**config.mk**
```make
export PLATFORM = sky130hd
export DESIGN_NAME = bitserial_mac_ctrl_flat
export DESIGN_NICKNAME = d
export VERILOG_FILES = /design/src/rtl/bitserial_mac_ctrl_if.sv /design/src/rtl/bitserial_mac_ctrl.sv /design/src/flat_wrapper.sv
export SDC_FILE = /design/constraint.sdc
export NUM_CORES = 1
export LEC_CHECK = 0
export BUFFER_PORTS_ARGS = -buffer_cell sky130_fd_sc_hd__buf_2
export CAP_MARGIN = 10
export CORE_MARGIN = 2
export CORE_UTILIZATION = 39
export DETAILED_ROUTE_END_ITERATION = 7
export PLACE_DENSITY_LB_ADDON = 0.25
export SLEW_MARGIN = 10
export SYNTH_ARGS = -nofsm -noshare
export SYNTH_HDL_FRONTEND = slang
export SYNTH_SLANG_ARGS = --single-unit
```
**constraint.sdc**
```tcl
create_clock -name clk -period 2.2 [get_ports clk]
set_input_delay 0.55 -clock clk [delete_from_list [all_inputs] [get_ports clk]]
set_output_delay 0.55 -clock clk [all_outputs]
set_load 0.02 [all_outputs]
```
**src/rtl/bitserial_mac_ctrl_if.sv**
```systemverilog
// Job and engine-facing signal bundle for the bit-serial MAC sequencer.
// The slave side is the sequencer; the master side is the job source plus the adder engine.
interface bitserial_mac_ctrl_if #(
  parameter int ACT_W = 8,
  parameter int WGT_W = 5,
  parameter int SUM_W = 16
);
  logic                       start;
  logic                       clear;
  logic [3:0][ACT_W-1:0]      act;
  logic [3:0][WGT_W-1:0]      wgt;
  logic                       ready;
  logic [SUM_W-1:0]           result;
  logic                       result_valid;
  logic                       adder_init;
  logic [3:0][SUM_W-1:0]      adder_data_in;
  logic [2:0]                 adder_shift_amount;
  logic [SUM_W-1:0]           adder_sum_out;

  modport slave (
    input  start, clear, act, wgt, adder_sum_out,
    output ready, result, result_valid, adder_init, adder_data_in, adder_shift_amount
  );

  modport master (
    output start, clear, act, wgt, adder_sum_out,
    input  ready, result, result_valid, adder_init, adder_data_in, adder_shift_amount
  );
endinterface

```
**src/rtl/bitserial_mac_ctrl.sv**
```systemverilog
// Sequencer for a 4-lane bit-serial adder engine: issues one weight bit-plane per cycle
// and captures the signed dot product of four activations and four signed weights.
module bitserial_mac_ctrl #(
  parameter int ACT_W = 8,
  parameter int WGT_W = 5,
  parameter int SUM_W = 16
) (
  input  logic                clk,
  input  logic                rst_n,
  bitserial_mac_ctrl_if.slave bus
);

  typedef enum logic [2:0] {
    S_IDLE,
    S_CLEAR,
    S_ISSUE,
    S_DRAIN,
    S_CAPTURE
  } state_t;

  localparam logic [2:0] LAST_PLANE = 3'(WGT_W - 1);

  state_t                state, next_state;
  logic [2:0]            plane;
  logic [3:0][ACT_W-1:0] act_q;
  logic [3:0][WGT_W-1:0] wgt_q;
  logic [SUM_W-1:0]      result_q;
  logic                  result_valid_q;
  logic                  accept;

  assign accept           = bus.start && (state == S_IDLE);
  assign bus.ready        = (state == S_IDLE);
  assign bus.result       = result_q;
  assign bus.result_valid = result_valid_q;

  // NOTE: all state below updates with non-blocking assignments so every register
  // samples pre-edge values, regardless of statement order.
  always_ff @(posedge clk or negedge rst_n) begin
    if (!rst_n) begin
      state          <= S_IDLE;
      plane          <= '0;
      act_q          <= '0;
      wgt_q          <= '0;
      result_q       <= '0;
      result_valid_q <= 1'b0;
    end else begin
      state          <= next_state;
      result_valid_q <= (state == S_CAPTURE);
      if (state == S_CAPTURE) result_q <= bus.adder_sum_out;
      if (accept) begin
        act_q <= bus.act;
        wgt_q <= bus.wgt;
      end
      plane <= (state == S_ISSUE) ? plane + 3'd1 : 3'd0;
    end
  end

  // The clear decision is taken on the accept edge itself, so it needs no later copy.
  always_comb begin
    next_state = state;
    unique case (state)
      S_IDLE:    if (accept) next_state = bus.clear ? S_CLEAR : S_ISSUE;
      S_CLEAR:   next_state = S_ISSUE;
      S_ISSUE:   if (plane == LAST_PLANE) next_state = S_DRAIN;
      S_DRAIN:   next_state = S_CAPTURE;
      S_CAPTURE: next_state = S_IDLE;
      default:   next_state = S_IDLE;
    endcase
  end

  // NOTE: every output gets a default before the case so no path infers a latch.
  always_comb begin
    bus.adder_init         = 1'b0;
    bus.adder_data_in      = '0;
    bus.adder_shift_amount = '0;
    unique case (state)
      S_CLEAR: bus.adder_init = 1'b1;
      S_ISSUE: begin
        for (int i = 0; i < 4; i++)
          bus.adder_data_in[i] = wgt_q[i][plane] ? SUM_W'(act_q[i]) : '0;
        // The engine applies the shift one cycle after registering the data.
        bus.adder_shift_amount = (plane == 3'd0) ? 3'd0 : plane - 3'd1;
      end
      S_DRAIN: bus.adder_shift_amount = LAST_PLANE;
      default: ;
    endcase
  end

endmodule

```
**src/flat_wrapper.sv**
```systemverilog
// flat-port wrapper written by rule: the top's interface ports become plain ports
module bitserial_mac_ctrl_flat 
#(
  parameter int ACT_W = 8,
  parameter int WGT_W = 5,
  parameter int SUM_W = 16
)
  (clk, rst_n, bus_start, bus_clear, bus_act, bus_wgt, bus_adder_sum_out, bus_ready, bus_result, bus_result_valid, bus_adder_init, bus_adder_data_in, bus_adder_shift_amount);
  bitserial_mac_ctrl_if #(.ACT_W(ACT_W), .WGT_W(WGT_W), .SUM_W(SUM_W)) bus_i ();
  input  logic clk;
  input  logic rst_n;
  input wire logic [$bits(bus_i.start)-1:0] bus_start;
  input wire logic [$bits(bus_i.clear)-1:0] bus_clear;
  input wire logic [$bits(bus_i.act)-1:0] bus_act;
  input wire logic [$bits(bus_i.wgt)-1:0] bus_wgt;
  input wire logic [$bits(bus_i.adder_sum_out)-1:0] bus_adder_sum_out;
  output wire logic [$bits(bus_i.ready)-1:0] bus_ready;
  output wire logic [$bits(bus_i.result)-1:0] bus_result;
  output wire logic [$bits(bus_i.result_valid)-1:0] bus_result_valid;
  output wire logic [$bits(bus_i.adder_init)-1:0] bus_adder_init;
  output wire logic [$bits(bus_i.adder_data_in)-1:0] bus_adder_data_in;
  output wire logic [$bits(bus_i.adder_shift_amount)-1:0] bus_adder_shift_amount;
  assign bus_i.start = bus_start;
  assign bus_i.clear = bus_clear;
  assign bus_i.act = bus_act;
  assign bus_i.wgt = bus_wgt;
  assign bus_i.adder_sum_out = bus_adder_sum_out;
  assign bus_ready = bus_i.ready;
  assign bus_result = bus_i.result;
  assign bus_result_valid = bus_i.result_valid;
  assign bus_adder_init = bus_i.adder_init;
  assign bus_adder_data_in = bus_i.adder_data_in;
  assign bus_adder_shift_amount = bus_i.adder_shift_amount;
  bitserial_mac_ctrl #(.ACT_W(ACT_W), .WGT_W(WGT_W), .SUM_W(SUM_W)) u_core (.clk(clk), .rst_n(rst_n), .bus(bus_i));
endmodule
```
==> metrics, run 1 <==
Psw around 0.0035 W; # setup viols final 34; total power per unit cell area around 1600 nW/um^2; Area contributors post-synth dfrtp_1, mux2_4, mux2_2, buf_4, a21oi_1; sequential power share 28.4%; # nets final 519; terminus of the critical flop-to-flop path u_core.act_q[23]; final instance area around 5400 sq um; CP startpoint kind flop; Yosys top cell by area dfrtp_1; number of DRC markers in iteration 0 66; Synth top area share a little under half; Die W approximately 100 microns; # clock sinks 75; gr usage total about 15%; mean post-synth cell area 13.0 sq um; Yosys cell types 30; Congestion Overflow GR 0; # Max-Cap Violations 0; leakage between 2 and 3 nW; worst hold path class input pin to async pin; Non-Filler Instances between 500 and 600; final core occ between 50% and 60%; Root Driver clkbuf_8; RSZ-0062 raised after global routing true; number of global-route vias before repair 2,622; drt pass-1 iters 4; Cells after Synth between 300 and 400; Top Ports roughly 160; r2r setup slk 0.46 ns; Final Hold Violating Endpoints 0; Cell Rows 36; R2R depth 4; status finished with violations; pin count of the biggest net entering global routing 40; Initial Util between 40% and 50%; final WL about 8400 microns; placed cells 560; Crit. End Element primary output; worst setup margin -0.124 ns; Routed WL per cell ~14 microns; Ant. Diodes 0; Internal Power between 0.005 and 0.006 W; first-pass GRT wire length roughly 13,000 microns; Final Skew 0.00969 ns; worst slack at placement 0.0478 ns; #FFs+latches synth 75; IO buf count roughly 130; sw frac just under 40%; most common cell after layout, fill and taps aside buf_2; post-DP HPWL 5790 microns; CTS tree built; GP Congestion around 0.77; post-route ant nets 0; kind of critical path flop to primary output; commonest non-fill, non-tap cells in the layout buf_2, dfrtp_1, mux2_4; fin crit period roughly 2.3 ns; fmax 430 MHz; CTS Buf Count 9; core area 9820 sq um; combinational share of power approximately 58%; VDD IR max approximately 800 uV; antenna violations before repair 0; Clk pwr share 13.8%; DP Area 4600 sq um; DIE AREA roughly 11,000 sq um; failing checks setup timing; Arr. time, crit path roughly 1.8 ns; final worst path period share 106%; Area Overhead vs Synth 35.6%; CTS clk-pin slew, worst paths roughly 0.09 ns; DRC violation count after routing 0; Synth Cell Area between 3000 and 4000 sq um; clk buf depth 2; max-slew violations 0; launch point of the worst reg-to-reg path u_core.state[0]; hold_buf cts 0; proportion of layout cells with a drive suffix above 1 65.0%; Crit Path Max Fanout 8; Clk Latency, worst-skew pair ~0.35 ns; vias approximately 2,700; Worst EP required approximately 1.7 ns; post-synthesis sequential area ratio approximately 47%; Die Height 105 microns; vias per cell 4.60; yosys warns 0; H-tree Lvls 3
per-stage QoR:
step	setup TNS [ns]	hold slack [ns]	power (W)
global placement	0	0.486	0.00632
detailed placement	0	0.489	0.00636
finish	-3.36	0.154	0.00889
global route	-6.08	0.194	0.00939
CTS	-3.81	0.176	0.00823
floorplan	0	0.254	0.00544
timing repair:
item	in CTS	in global routing
buffers inserted	3	3
resized for setup	63	64
endpoints found under the hold margin	0	0
setup endpoints to repair	35	35
pin swaps	27	6
cell families after synthesis:
logic type,synth area share (%)
AOI/OAI and AO/OA,6.86
other,0.0943
muxes,26.8
DFF,47.2
buffers and inverters,11.0
adders and majority gates,0.944
xor gates and xnor gates,0.220
and+or+nand+nor,6.96
layer usage:
metal / track usage, % / wire, microns / vias to the layer above
met5: 0 / 0 / -
met4: 5.71 / 119 / 0
met3: 3.43 / 413 / 11
met2: 23.7 / 4100 / 81
met1: 19.8 / 3760 / 1324
li1: - / - / 1261
worst max-delay path by stage:
stage | startpoint | endpoint | slack (ns) | cells past startpoint
after global placement | u_core.plane[0] | bus_adder_data_in[35] | 0.03 | 5
after CTS | u_core.plane[0] | bus_adder_data_in[23] | -0.13 | 4
after floorplan | u_core.plane[0] | bus_adder_data_in[0] | 0.10 | 4
final | u_core.plane[0] | bus_adder_data_in[5] | -0.12 | 5
after detailed placement | u_core.plane[0] | bus_adder_data_in[49] | 0.05 | 5
after global routing | u_core.plane[0] | bus_adder_data_in[16] | -0.20 | 5
cells in the mapped netlist, drive strengths merged:
library cell / n
nand3: 1
o21bai: 1
conb: 1
a21oi: 32
o21ai: 1
mux2i: 2
buf: 43
nand2: 38
nor2b: 1
xnor2: 1
mux2: 76
a211oi: 2
nor3b: 3
inv: 4
nor2: 6
a22oi: 4
clkbuf: 3
ha: 3
and2: 3
and2b: 1
dfrtp: 75
and3: 1
nor3: 3
state kept, by name, summed over array words and instances (netlist names):
register / cells
u_core.act_q: 32
u_core.bus.result: 16
u_core.bus.result_valid: 1
u_core.plane: 3
u_core.state: 3
u_core.wgt_q: 20
cell type report:
| class | count | area [sq um] |
|---|---|---|
| clock inverter | 6 | 97.6 |
| timing repair buffer | 143 | 1010 |
| fill | 848 | 4430 |
| clock buffer | 10 | 138 |
| sequential | 75 | 1880 |
| inverter | 4 | 20.0 |
| tap | 133 | 166 |
| multi-input combinational | 211 | 2070 |
power by group through the flow:
stage | Clock, W | Combinational (W) | Sequential [W]
floorplan | 0 | 0.00296 | 0.00247
global placement | 0 | 0.00385 | 0.00247
detailed placement | 0 | 0.00390 | 0.00246
CTS | 0.00126 | 0.00448 | 0.00249
global route | 0.00132 | 0.00545 | 0.00261
finish | 0.00123 | 0.00514 | 0.00253
worst max-delay path: stages (launching register included):
cell and delay, ns:
dfrtp_2 0.51, mux2_4 0.34, a22oi_4 0.21, buf_12 0.16
a21oi_2 0.06, buf_4 0.16
Power figures use the tool's default switching activity.
==> run 2, diff against run 1 <==
Settings changed: CORE_MARGIN 2 to 4.
==> run 2 against run 1 <==
The run still ends with setup timing left. Fmax rose by 0.50%. Worst hold slack improved by 0.011 ns. Setup slack better by 0.012 ns. Combinational power up 2%. First-iteration DRC count shrank 11%. Utilization fell by 0.35 points. Total power down 0.50%. Sequential cell count stayed put. Highest routed layer unchanged. Sequential power is essentially flat. Non-clock buffer count is 3 lower. Largest power group unchanged. Via count fell by 0.41%. Largest cell class unchanged. Global-route usage is 0.34 points lower.
==> metrics, run 2 (synthesis gave the netlist of run 1 again) <==
DRC violation count after routing 0 (unchanged); hold_buf cts 0 (unchanged); max reg flops 32 (unchanged); final core occ 54.5% (was 54.9%); Congestion Overflow GR 0 (unchanged); CTS tree built (unchanged); fmax 432 MHz (was 430 MHz); fin crit period 2.31 ns (was 2.32 ns); kind of critical path flop to primary output (unchanged); worst hold path class input pin to async pin (unchanged); Crit Path Max Fanout 8 (unchanged); Clk Latency, worst-skew pair 0.35 ns (about the same); worst hold slack 0.165 ns (was 0.154 ns); vias per cell 4.60 (about the same); number of fill cells in the layout 865 (was 848); VDD IR max 724 uV (was 779 uV); pin count of the biggest net entering global routing 53 (was 40); total power per unit cell area 1640 nW/um^2 (was 1650 nW/um^2); H-tree Lvls 3 (unchanged); GR peak layer met2 (unchanged); Crit. End Element primary output (unchanged); r2r setup slk 0.47 ns (was 0.46 ns); final WL 8790 microns (was 8400 microns); Root Driver clkbuf_8 (unchanged); Arr. time, crit path 1.76 ns (was 1.77 ns); # nets final 516 (was 519); placed cells 557 (was 560); GRT met3 Usage 2.90% (was 3.43%); antenna violations before repair 0 (unchanged); core area 9860 sq um (was 9820 sq um); CTS clk-pin slew, worst paths 0.09 ns (about the same); Routed WL per cell 15.2 microns (was 14.4 microns); failing checks setup timing (unchanged); Ant. Diodes 0 (unchanged); drt pass-1 iters 4 (unchanged); GP Congestion 0.765 (was 0.766); max-slew violations 0 (unchanged); IO buf count 125 (unchanged); GRT met1 Usage 20.2% (was 19.8%); leakage 2.62 nW (was 2.63 nW); met2 Use GR 22.5% (was 23.7%); Cell Rows 36 (unchanged); RSZ-0062 raised after global routing true (unchanged); # setup viols final 32 (was 34); final worst path period share 105% (was 106%); Top reg by flops u_core.act_q (unchanged); Die Height 109 microns (was 105 microns); # Max-Cap Violations 0 (unchanged); # clock sinks 75 (unchanged); DIE AREA 11,900 sq um (was 11,000 sq um); post-DP HPWL 5960 microns (was 5790 microns); Worst path max stage delay 0.49 ns (was 0.51 ns); gr usage total 14.6% (was 14.9%); commonest non-fill, non-tap cells in the layout buf_2, dfrtp_1, mux2_4 (unchanged); Final Hold Violating Endpoints 0 (unchanged); number of DRC markers in iteration 0 59 (was 66); Worst EP required 1.65 ns (about the same); worst setup margin -0.112 ns (was -0.124 ns); Final Skew 0.0167 ns (was 0.00969 ns); worst slack at placement 0.0891 ns (was 0.0478 ns); status finished with violations (unchanged); Non-Filler Instances 579 (was 582); Critical Path, Cell by Cell mux2_4, a22oi_4, buf_12, a21oi_2, buf_4 (unchanged); slowest CP cell dfrtp_2 (unchanged); WP buf/inv 2 (unchanged); clk buf depth 2 (unchanged); first-pass GRT wire length 13,500 microns (was 13,000 microns); most common cell after layout, fill and taps aside buf_2 (unchanged); Initial Util 40.3% (was 40.5%); post-route ant nets 0 (unchanged); Area Overhead vs Synth 35.3% (was 35.6%); proportion of layout cells with a drive suffix above 1 64.6% (was 65.0%); Top Ports 158 (unchanged); number of global-route vias before repair 2,699 (was 2,622); CP startpoint kind flop (unchanged); CTS Buf Count 9 (unchanged); Crit path max-delay family flip-flops (unchanged); vias 2,666 (was 2,677); Die W 109 microns (was 105 microns)
==> run 2: final timing paths <==
check / start / to / depth (start not counted)
max in group asynchronous: rst_n / u_core.plane[2] / 2
max: u_core.plane[0] / bus_adder_data_in[22] / 5
min in group clk: bus_adder_sum_out[2] / u_core.bus.result[2] / 2
min: rst_n / u_core.bus.result[1] / 1
max reg2reg: u_core.state[0] / u_core.act_q[7] / 4
min reg2reg: u_core.bus.result[13] / u_core.bus.result[13] / 1
==> run 2: stage by stage <==
stage / total power, W / cell area [sq um] / TNS, ns
detailed placement: 0.00636 / 4580 / 0
global placement: 0.00631 / 4580 / 0
global route: 0.00938 / 5380 / -5.26
CTS: 0.00803 / 5010 / -2.86
finish: 0.00885 / 5380 / -2.58
floorplan: 0.00544 / 4090 / 0
==> run 2: worst register-to-register path, cell delays in order (launching register included) <==
cell     delay (ns)
dfrtp_2        0.50
nor3_4         0.20
and2_4         0.17
buf_12         0.33
mux2_2         0.41
==> run 2: final cells by class <==
type                            instances  area, sq um  share of cell area, %
Inverter                                4         15.0                  0.279
Clock buffer                           10          138                   2.56
Clock inverter                          6         70.1                   1.30
Tap cell                              133          166                   3.09
Multi-Input combinational cell        211         2090                   38.9
Timing Repair Buffer                  140         1010                   18.8
Sequential cell                        75         1880                   35.0
==> run 2: metal layers <==
| layer | share of wire [%] | vias to the layer above |
|---|---|---|
| met4 | 1.6 | 0 |
| li1 | - | 1257 |
| met5 | 0 | - |
| met3 | 5.6 | 13 |
| met2 | 49 | 88 |
| met1 | 44 | 1308 |
==> run 2: power by group <==
group / internal [W] / switching (W) / leakage [nW]
Combinational: 0.00268 / 0.00256 / 1.61
Sequential: 0.00204 / 0.000465 / 0.903
Clock: 0.000567 / 0.000537 / 0.108
==> run 2: timing repair <==
action / 4_1_cts / 5_1_grt
resized for setup: 56 / 78
endpoints found under the setup margin: 35 / 35
hold endpoints to repair: 0 / 0
pin swaps: 23 / 13
setup buffers: 4 / 5
==> run 3, diff against run 2 <==
Settings changed: CORE_ASPECT_RATIO set to 1.1, SKIP_LAST_GASP set to 1.
==> run 3 against run 2 <==
Utilization is 0.91 points lower. Critical endpoint is now bus_adder_data_in[36]. Cell count is 1.9% lower. Critical path type unchanged. Critical path depth stayed put. Fmax is 0.18% higher. The run still ends with setup timing left. Combinational power is 4% lower.
==> metrics, run 3 (synthesis gave the netlist of run 1 again) <==
r2r setup slk 0.39 ns (was 0.47 ns); post-route ant nets 0 (unchanged); Top reg by flops u_core.act_q (unchanged); end of the critical path bus_adder_data_in[36] (was bus_adder_data_in[22]); Final Hold Violating Endpoints 0 (unchanged); # clock sinks 75 (unchanged); Setup TNS -2.71 ns (was -2.58 ns); pin count of the biggest net entering global routing 48 (was 53); number of global-route vias before repair 2,874 (was 2,699); Final Skew 0.0121 ns (was 0.0167 ns); total power per unit cell area 1640 nW/um^2 (about the same); vias per cell 4.75 (was 4.60); number of fill cells in the layout 873 (was 865); launch point of the worst reg-to-reg path u_core.state[0] (unchanged); Crit. End Element primary output (unchanged); H-tree Lvls 3 (unchanged); worst slack at placement 0.156 ns (was 0.0891 ns); VDD IR max 700 uV (was 724 uV); clk buf depth 2 (unchanged); Crit Path Max Fanout 8 (unchanged); drt pass-1 iters 4 (unchanged); met2 WL 4470 microns (was 4320 microns); Die Height 114 microns (was 109 microns); proportion of layout cells with a drive suffix above 1 63.8% (was 64.6%); highest routed metal layer met5 (was met4); status finished with violations (unchanged); Routed WL per cell 15.6 microns (was 15.2 microns); # setup viols final 33 (was 32); vias 2,696 (was 2,666); DRC violation count after routing 0 (unchanged); CP startpoint kind flop (unchanged); gr usage total 15.2% (was 14.6%); max reg flops 32 (unchanged); crit path launch u_core.plane[0] (unchanged); Initial Util 40.2% (was 40.3%); most common cell after layout, fill and taps aside buf_2 (unchanged); Root Driver clkbuf_8 (unchanged); Worst EP required 1.65 ns (about the same); post-DP HPWL 6190 microns (was 5960 microns); RSZ-0062 raised after global routing true (unchanged); fin crit period 2.31 ns (about the same); worst hold path class input pin to async pin (unchanged); Clk Latency, worst-skew pair 0.35 ns (about the same); final WL 8840 microns (was 8790 microns); CTS Buf Count 9 (unchanged); # Max-Cap Violations 0 (unchanged); first-pass GRT wire length 14,300 microns (was 13,500 microns); Arr. time, crit path 1.76 ns (about the same); hold_buf cts 0 (unchanged); failing checks setup timing (unchanged); terminus of the critical flop-to-flop path u_core.act_q[7] (unchanged); CTS tree built (unchanged); # nets final 518 (was 516); register area 1880 sq um (about the same); antenna violations before repair 1 (was 0); kind of critical path flop to primary output (unchanged); Ant. Diodes 0 (unchanged); Area Overhead vs Synth 33.4% (was 35.3%); final worst path period share 105% (about the same); commonest non-fill, non-tap cells in the layout buf_2, dfrtp_1, mux2_4 (unchanged); leakage 2.63 nW (was 2.62 nW); worst setup margin -0.108 ns (was -0.112 ns); Congestion Overflow GR 0 (unchanged); IO buf count 125 (unchanged); CTS clk-pin slew, worst paths 0.08 ns (was 0.09 ns); Multi-input gate area 2020 sq um (was 2090 sq um); fmax 433 MHz (was 432 MHz); met3 routed WL 434 microns (was 492 microns); Die W 104 microns (was 109 microns); Metal-1 WL 3730 microns (was 3840 microns); GP Congestion 0.758 (was 0.765); DIE AREA 11,900 sq um (about the same); Cell Rows 38 (was 36); R2R depth 5 (was 4); number of DRC markers in iteration 0 60 (was 59); Top Ports 158 (unchanged); core area 9890 sq um (was 9860 sq um); max-slew violations 0 (unchanged)
==> run 3: cell types whose count changed in the layout (fill, tap and decap cells not counted), moves of 2 or more <==
cell        before  now
buf_6           26   16
inv_6            3    0
buf_2           89   92
buf_12           7    9
a21oi_1          0    2
mux2_2          20   22
a21oi_2         20   23
buf_4           18   25
clkinvlp_4       0    2
mux2_4          56   54
a21oi_4         12    7
==> run 3: layer usage <==
metal / GRT usage [%] / vias up
li1: - / 1256
met5: 0 / -
met1: 18.7 / 1341
met4: 6.83 / 2
met3: 4.02 / 15
met2: 25.2 / 82
==> run 3: repair_timing <==
action,CTS,global route
setup buffers,4,0
setup endpoints to repair,35,35
resized for setup,84,24
pin swaps,33,3
==> run 3: worst min-delay path by stage <==
stage | to | slack [ns] | cells past startpoint
floorplan | u_core.act_q[0] | 0.25 | 0
global placement | u_core.bus.result[8] | 0.48 | 1
detailed placement | u_core.act_q[19] | 0.49 | 1
CTS | u_core.act_q[13] | 0.11 | 1
global route | u_core.act_q[13] | 0.13 | 1
finish | u_core.act_q[4] | 0.12 | 1
==> run 3: critical path, cell delays in order (launching register included) <==
cell and delay [ns]:
dfrtp_2 0.49, mux2_4 0.34, a22oi_4 0.20, buf_12 0.16, a21oi_2 0.06, buf_4 0.16
==> run 3: area by class of cell <==
| class | count | share of cell area (%) |
|---|---|---|
| Clock inverter | 6 | 1.68 |
| Multi-Input combinational cell | 211 | 38.1 |
| Sequential cell | 75 | 35.5 |
| Timing Repair Buffer | 142 | 19.0 |
| Clock buffer | 10 | 2.60 |
| Tap cell | 120 | 2.83 |
| Inverter | 4 | 0.283 |
==> run 3: power by group <==
part | switching (W) | internal, W | total [W]
registers | 0.000438 | 0.00204 | 0.00248
clock network | 0.000524 | 0.000669 | 0.00119
logic | 0.00247 | 0.00258 | 0.00504
==> run 3: metrics by stage <==
step           area, sq um  util [%]  power [W]  hold slack (ns)  instances
2_1_floorplan         4090         -    0.00544            0.254        336
3_3_place_gp          4620      46.7    0.00638            0.485        548
6_report              5300      53.6    0.00872            0.121        568
4_1_cts               5190      52.5    0.00855            0.115        568
5_1_grt               5300      53.6    0.00926            0.126        568
3_5_place_dp          4620      46.7    0.00643            0.491        548
